--- src/rtl/jt1943_fmsched.sv ---
// FM chip write scheduler for two YM2203-class chips sharing one bus.
// CPU writes are queued in a small FIFO and replayed to the chips with a
// strobe that spans one cen1p5 tick. Each strobe is followed by an idle gap,
// which is short after an address write and long after a data write. CPU
// reads are held off with wait_n until the queue is drained and the
// sequencer is idle. After that they pass straight through to the selected
// chip.
//
// Ports:
//   clk, rst          system clock, synchronous active-high reset
//   cen1p5            FM chip clock enable
//   cpu_cs0/cpu_cs1   CPU chip selects (both high selects chip 1)
//   cpu_a0, cpu_wr_n, cpu_rd_n, cpu_din, cpu_dout, wait_n   CPU side
//   fm0_dout, fm1_dout                 chip read data
//   fm0_cs_n, fm1_cs_n, fm_wr_n, fm_a0, fm_din   shared chip bus
//   busy              queue non-empty or sequencer active
//   level             queue occupancy
module jt1943_fmsched #(
   parameter int unsigned FIFO_AW  = 2,
   parameter int unsigned ADDR_GAP = 4,
   parameter int unsigned DATA_GAP = 16
) (
   input  logic               clk,
   input  logic               rst,
   input  logic               cen1p5,
   input  logic               cpu_cs0,
   input  logic               cpu_cs1,
   input  logic               cpu_a0,
   input  logic               cpu_wr_n,
   input  logic               cpu_rd_n,
   input  logic [7:0]         cpu_din,
   output logic [7:0]         cpu_dout,
   output logic               wait_n,
   input  logic [7:0]         fm0_dout,
   input  logic [7:0]         fm1_dout,
   output logic               fm0_cs_n,
   output logic               fm1_cs_n,
   output logic               fm_wr_n,
   output logic               fm_a0,
   output logic [7:0]         fm_din,
   output logic               busy,
   output logic [FIFO_AW:0]   level
);

   localparam int unsigned Depth  = 1 << FIFO_AW;
   localparam int unsigned MaxGap = (ADDR_GAP > DATA_GAP) ? ADDR_GAP : DATA_GAP;
   localparam int unsigned CntW   = $clog2(MaxGap + 2);

   localparam logic [FIFO_AW:0] LvlFull  = (FIFO_AW + 1)'(Depth);
   localparam logic [CntW-1:0]  AddrGapC = CntW'(ADDR_GAP);
   localparam logic [CntW-1:0]  DataGapC = CntW'(DATA_GAP);
   localparam logic [CntW-1:0]  CntOne   = CntW'(1);

   typedef enum logic [1:0] {StIdle, StStrobe, StGap} state_t;

   // Entry layout: {chip, a0, data}
   logic [9:0]         mem [Depth];
   logic [9:0]         head;
   logic [FIFO_AW-1:0] wr_ptr_q, rd_ptr_q;
   logic [FIFO_AW:0]   level_q;
   logic               acc_done_q;

   state_t             state_q;
   logic               seen_cen_q;
   logic [CntW-1:0]    cnt_q;
   logic               fm0_cs_n_q, fm1_cs_n_q, fm_wr_n_q, fm_a0_q;
   logic [7:0]         fm_din_q;

   logic acc, rq, full, push, pop, rd_ok;

   always_comb begin
      acc   = (cpu_cs0 | cpu_cs1) & ~cpu_wr_n;
      rq    = (cpu_cs0 | cpu_cs1) & ~cpu_rd_n;
      // Full is taken from the registered level, so a pop in the same
      // cycle cannot make room for a push.
      full  = (level_q == LvlFull);
      push  = acc & ~acc_done_q & ~full;
      pop   = (state_q == StIdle) && (level_q != '0);
      head  = mem[rd_ptr_q];
      busy  = (level_q != '0) || (state_q != StIdle);
      rd_ok = rq & ~busy;
   end

   always_ff @(posedge clk) begin
      if (push) mem[wr_ptr_q] <= {cpu_cs1, cpu_a0, cpu_din};
   end

   always_ff @(posedge clk) begin
      if (rst) begin
         wr_ptr_q   <= '0;
         rd_ptr_q   <= '0;
         level_q    <= '0;
         acc_done_q <= 1'b0;
      end else begin
         if (push) wr_ptr_q <= wr_ptr_q + 1'b1;
         if (pop)  rd_ptr_q <= rd_ptr_q + 1'b1;
         if (push && !pop)      level_q <= level_q + 1'b1;
         else if (!push && pop) level_q <= level_q - 1'b1;
         // One entry per access: stays set until the write request drops.
         acc_done_q <= acc & (acc_done_q | push);
      end
   end

   always_ff @(posedge clk) begin
      if (rst) begin
         state_q    <= StIdle;
         seen_cen_q <= 1'b0;
         cnt_q      <= '0;
         fm0_cs_n_q <= 1'b1;
         fm1_cs_n_q <= 1'b1;
         fm_wr_n_q  <= 1'b1;
         fm_a0_q    <= 1'b0;
         fm_din_q   <= 8'h00;
      end else begin
         unique case (state_q)
            StIdle: begin
               if (pop) begin
                  state_q    <= StStrobe;
                  seen_cen_q <= 1'b0;
                  fm_din_q   <= head[7:0];
                  fm_a0_q    <= head[8];
                  fm0_cs_n_q <= head[9];
                  fm1_cs_n_q <= ~head[9];
                  fm_wr_n_q  <= 1'b0;
               end
            end
            StStrobe: begin
               // Release one clk after the chip has seen a cen1p5 edge.
               if (seen_cen_q) begin
                  fm0_cs_n_q <= 1'b1;
                  fm1_cs_n_q <= 1'b1;
                  fm_wr_n_q  <= 1'b1;
                  cnt_q      <= fm_a0_q ? DataGapC : AddrGapC;
                  state_q    <= StGap;
               end else if (cen1p5) begin
                  seen_cen_q <= 1'b1;
               end
            end
            StGap: begin
               if (cnt_q == '0) begin
                  state_q <= StIdle;
               end else if (cen1p5) begin
                  cnt_q <= cnt_q - 1'b1;
                  if (cnt_q == CntOne) state_q <= StIdle;
               end
            end
            default: state_q <= StIdle;
         endcase
      end
   end

   // Reads pass through only when the sequencer is idle, so the registered
   // write strobes are inactive and the chip selects cannot collide.
   always_comb begin
      wait_n   = ~((acc & ~acc_done_q & full) | (rq & busy));
      fm0_cs_n = fm0_cs_n_q & ~(rd_ok & ~cpu_cs1);
      fm1_cs_n = fm1_cs_n_q & ~(rd_ok & cpu_cs1);
      fm_wr_n  = fm_wr_n_q;
      fm_a0    = rd_ok ? cpu_a0 : fm_a0_q;
      fm_din   = fm_din_q;
      cpu_dout = cpu_cs1 ? fm1_dout : fm0_dout;
      level    = level_q;
   end

endmodule

--- config.mk ---
export PLATFORM = sky130hd
export DESIGN_NAME = jt1943_fmsched
export DESIGN_NICKNAME = d
export VERILOG_FILES = /design/src/rtl/jt1943_fmsched.sv
export SDC_FILE = /design/constraint.sdc
export NUM_CORES = 1
export LEC_CHECK = 0
export ABC_AREA = 1
export BUFFER_PORTS_ARGS = -buffer_cell sky130_fd_sc_hd__buf_2
export CAP_MARGIN = 0
export CELL_PAD_IN_SITES_DETAIL_PLACEMENT = 1
export CELL_PAD_IN_SITES_GLOBAL_PLACEMENT = 1
export CORE_UTILIZATION = 45
export DETAILED_ROUTE_END_ITERATION = 12
export PLACE_DENSITY_LB_ADDON = 0.1
export SLEW_MARGIN = 20
export SYNTH_ARGS = -nofsm -noshare
export SYNTH_HDL_FRONTEND = slang
export SYNTH_SLANG_ARGS = --single-unit
--- constraint.sdc ---
create_clock -name clk -period 5.89 [get_ports clk]
set_input_delay 1.4725 -clock clk [delete_from_list [all_inputs] [get_ports clk]]
set_output_delay 1.4725 -clock clk [all_outputs]
set_load 0.01 [all_outputs]
-- Word-level counts from Yosys, hierarchy flattened
Memories as Yosys holds them, arrays and structs flattened. A register that Yosys moved wholly into a read port is not among the register bits.
Index checks and enable logic that the tools add are counted.
W data, S select, Z words.
- flip-flop bits (word level): 28
- memory bits (writable): 40
- bits of input ports: 32
- logic and storage cells: 100
- memories kept: 1
- memories (name ; depth ; bits a word ; read ports ; clocked after Yosys merged registers in ; wr ports ; RTL line ; text):
    mem ; 4 ; 10 ; 1 ; 1 ; 1 ; 57 ; logic [9:0] mem [Depth];
- add/sub/neg operators: 5
- equality and inequality tests: 10
- mux-type cells: 29
- bitwise gates (word level): 25
- reduce and logical (&&, ||, !) cells: 18
- operators with widths (cell ; count):
    $mux W5 ; 4
    $mux W2 ; 7
    $and A1 B1 Y1 ; 12
    $not A1 Y1 ; 10
    $pmux W5 S2 ; 1
    $mux W1 ; 9
    $mux W8 ; 1
    $ne A2 B2 Y1 const B ; 4
    $pmux W1 S2 ; 4
    $reduce_and A4 Y1 ; 2
    $reduce_bool A2 Y1 ; 4
    $mux W3 ; 2
    $ne A3 B3 Y1 const B ; 2
    $pmux W2 S3 ; 1
    $eq A5 B1 Y1 const B ; 1
    $logic_not A5 Y1 ; 1
    $sub A5 B1 Y5 const B ; 1
    $add A2 B1 Y2 const B ; 2
    $reduce_and A2 Y1 ; 2
    $add A3 B1 Y3 const B ; 1
    $eq A3 B3 Y1 const B ; 1
    $logic_and A1 B1 Y1 ; 3
    $or A1 B1 Y1 ; 3
    $reduce_and A3 Y1 ; 1
    7 further kinds ; 8

-- Longest topological paths before layout
- depth after elaboration: 8
- gate-level depth with buffers: 12

-- Least setup slack after synthesis
Ideal clock, no wire load.
- path type: input port to output port
- start point: in cpu_cs1
- end point: out fm_a0
- data arrival time: 2306 ps
- required time: 4418 ps
- path slack: 2112 ps
- cell stages on the path: 6
- cell sequence: buf_4 inv_2 buf_2 a21oi_1 nand2_1 a21oi_1
- word-level cells in the longest chain between the ends: 4
- RTL lines (item ; RTL line ; text):
    start, declared ; 27 ; input logic cpu_cs1,
    $or A1 B1 Y1 ; 73 ; rq = (cpu_cs0 | cpu_cs1) & ~cpu_rd_n;
    $and A1 B1 Y1 ; 73 ;
    $and A1 B1 Y1 ; 81 ; rd_ok = rq & ~busy;
    $mux W1 ; 159 ; fm_a0 = rd_ok ? cpu_a0 : fm_a0_q;
    end, declared ; 39 ; output logic fm_a0,
Every way passes these cells.

-- Worst setup path in the final report
- start point: in cpu_cs1
- end point: out fm1_cs_n
- word-level cells in the longest chain between the ends: 6
- RTL lines (item ; RTL line ; text):
    $or A1 B1 Y1 ; 73 ;
    $and A1 B1 Y1 ; 73 ;
    $and A1 B1 Y1 ; 81 ;
    $and A1 B1 Y1 * ; 157 ; fm1_cs_n = fm1_cs_n_q & ~(rd_ok & cpu_cs1);
    $not A1 Y1 * ; 157 ;
    $and A1 B1 Y1 * ; 157 ;
    end, declared ; 37 ; output logic fm1_cs_n,
Every way passes the cells marked *; elsewhere a longest branch is shown, timed or not.

==> results.md <==
- Status: completed
- Yosys Warn Count: 0
- Fin. max-slew vios: 0
- Power per cell area: 460 nW/um2
- Syn_nets: 378
- Setup TNS: 0 ps
- Met3 Resource Use GR: 0.0501
- Grt met1 use: 0.267
- CTS tree: built
- CTS sink count: 70
- Die H: approximately 85 um
- Clock Latency Late Sink: between 300 and 400 ps
- Fin Hold WS: 450 ps
- Required time worst endpoint: 4420 ps
- Inserted Diodes: 0
- Max-cap violation count: 0
- Hold buffer count at cts: 0
- Iter 0 DRT Violations: 67
- Final Skew: ~8.6 ps
- Nets: 433
- Ratio of cells with drive above 1 in the final layout: 0.224
- Worst Hold Launch: fm_wr_n
- Core box area: 6460 um2
- Slew headroom: 0.268
- Worst reg-to-reg setup slack: 3680 ps
- Hold EP: fm_wr_n
- Final setup viols: 0
- Tmin final: ~4000 ps
- Mapped Area: roughly 3100 um2
- Largest stage delay, worst path: 240 ps
- # H-tree levels: 3
- Sequential share of the synthesized area: 0.585
- Post-Route WL: ~7200 um
- DRC viols: 0
- Grt met2 use: 0.386
- Vias/cell: 5.15
- # IOs: 57
- Crit start category: input port
- CTS Buf Count: 9
- GRT busiest layer: met2
- RSZ-0062 raised after global routing: no
- Post-synthesis cell count: 337
- Die span in x: roughly 85 um
- Post-CTS setup buffer count: 0
- Crit path max fanout: 14
- Worst R2R End: level[2]
- Wire per inst: 15.2 um
- Die area: 7170 um2
- Peak supply drop: 261 uV
- First-pass GRT wire length: 12000 um
- Vias in the first global route: ~2500
- Class of the worst hold path: flop to flop
- Resized Gates After CTS: 0
- Period utilization: 0.683
- Clock root cell: clkbuf_8
- 1st-pass router iterations: 6
- Total power: 1.66 mW
- Hold Path Depth: 2
- CP cell instances: buf_2, inv_2, a21oi_1, nand2_1, o21ai_1, inv_1, buf_2
- Leak: 1.53 nW
- Via count: 2439
- Non-Filler Instances: 474
- DP Wirelength: a little under 5000 um
- Largest net degree at the start of global routing: 22
- Setup crit end kind: output pin
- Worst path slowest cell: buf_2
- #FFs+latches synth: 70
- Most frequent CP cell: buf_2
- Filler Cells Inserted: between 700 and 800
- Initial Util: 0.477
- Fmax: 249 MHz
- Placed cell count: 458
- Row count: 29
- Initial antenna violation count: 0
- Worst R2R Start: level[0]
- GPL Wtd Cong: 0.788
- FF-to-FF path depth: 11
- Clock slew at reported path FFs: 80 ps
- Routed Antenna Nets: 0
- Area growth syn-to-layout: 17.5%
- Hold Fails Final Rpt: 0
- GRT Total Usage: 0.220
- # port buffers: 56
- Arrival @ worst endpoint: about 2600 ps
- Worst slew pin tran: ~1100 ps
- Average size of a mapped cell: 9.13 um2
- Yosys cell types: 28
- GRT Residual Overflow: 0
- WS Path Type: input port to output pin
- Max Buffers Root-to-Sink: 2
## power by group
part | internal [mW] | switching (mW)
clock | 0.234 | 0.188
combinational | 0.193 | 0.364
sequential | 0.605 | 0.0805
## final cells by class
class | instances | area [um2] | share of cell area
clock buffers | 12 | 166 | 0.0460
clock inverters | 4 | 51.3 | 0.0142
inverters | 34 | 128 | 0.0353
multi-input cells | 221 | 1090 | 0.302
flip-flops and latches | 70 | 1800 | 0.498
well taps | 77 | 96.3 | 0.0266
repair buffers | 56 | 280 | 0.0775
## synthesized netlist by cell type, drive strengths merged
cell / n / area [um2]
nor2: 70 / 289
nand2: 58 / 235
o21ai: 52 / 260
edfxtp: 40 / 1200
inv: 34 / 128
dfxtp: 30 / 601
a21oi: 19 / 103
ha: 8 / 100
buf: 7 / 37.5
nand3: 7 / 40.0
clkbuf: 5 / 18.8
a211oi: 1 / 7.51
a21o: 1 / 7.51
fa: 1 / 20.0
nand4: 1 / 6.26
o211ai: 1 / 7.51
o21bai: 1 / 7.51
xor2: 1 / 8.76
## through the flow
step / worst slack [ps] / util / cell area, um2
6_report: 1870 / 0.560 / 3620
5_1_grt: 1710 / 0.560 / 3620
4_1_cts: 1850 / 0.560 / 3620
3_5_place_dp: 1860 / 0.526 / 3400
3_3_place_gp: 1950 / 0.526 / 3400
2_1_floorplan: 2110 / - / 3080
## routing by layer
metal | vias up | wire (um)
met1 | 1176 | 3170
met4 | 0 | 99
met3 | 10 | 216
li1 | 1212 | -
met2 | 41 | 3720
met5 | - | 0
## cell usage in the layout, fill, tap and decap left out, types with 2 or more instances in the layout
cell / synthesis / layout
nand3_1: 6 / 6
buf_2: 6 / 56
clkbuf_8: 0 / 10
o21ai_0: 33 / 33
dfxtp_1: 30 / 30
nor2_1: 67 / 67
a21oi_1: 17 / 17
a21oi_2: 2 / 2
inv_2: 7 / 7
nand2_2: 4 / 4
ha_1: 8 / 8
o21ai_1: 19 / 19
edfxtp_1: 40 / 40
nand2_1: 53 / 53
inv_1: 27 / 27
## worst max-delay path by stage
stage | startpoint | to | slack, ps
floorplan | cpu_cs1 | fm_a0 | 2110
global placement | cpu_cs1 | fm0_cs_n | 1950
detailed placement | cpu_cs1 | fm1_cs_n | 1860
CTS | cpu_cs1 | fm1_cs_n | 1850
global route | cpu_cs1 | fm1_cs_n | 1710
finish | cpu_cs1 | fm1_cs_n | 1870
## kinds of logic (layout without fill, tap and decap cells)
kind of cell,Yosys count,in the layout,share of synthesized area
AOI/OAI and AO/OA,75,75,0.128
xor gates and xnor gates,1,1,0.00285
adders and majority gates,9,9,0.0390
buffers and inverters,46,106,0.0598
DFF,70,70,0.585
and+or+nand+nor,136,136,0.185
## flip-flops by register name, indices dropped and copies added (netlist names), named ones only
signal	count
state_q	2
fm_a0_q	1
rd_ptr_q	2
acc_done_q	1
level	3
fm_wr_n	1
fm1_cs_n_q	1
fm0_cs_n_q	1
mem	40
cnt_q	5
fm_din	8
wr_ptr_q	2
seen_cen_q	1
## critical path, delay by kind of cell
kind / cells / cell delay [ps]
compound gates: 2 / 360
buf+inv: 4 / 580
simple gates: 1 / 140
No activity file was read; power rests on OpenSTA's default activity.
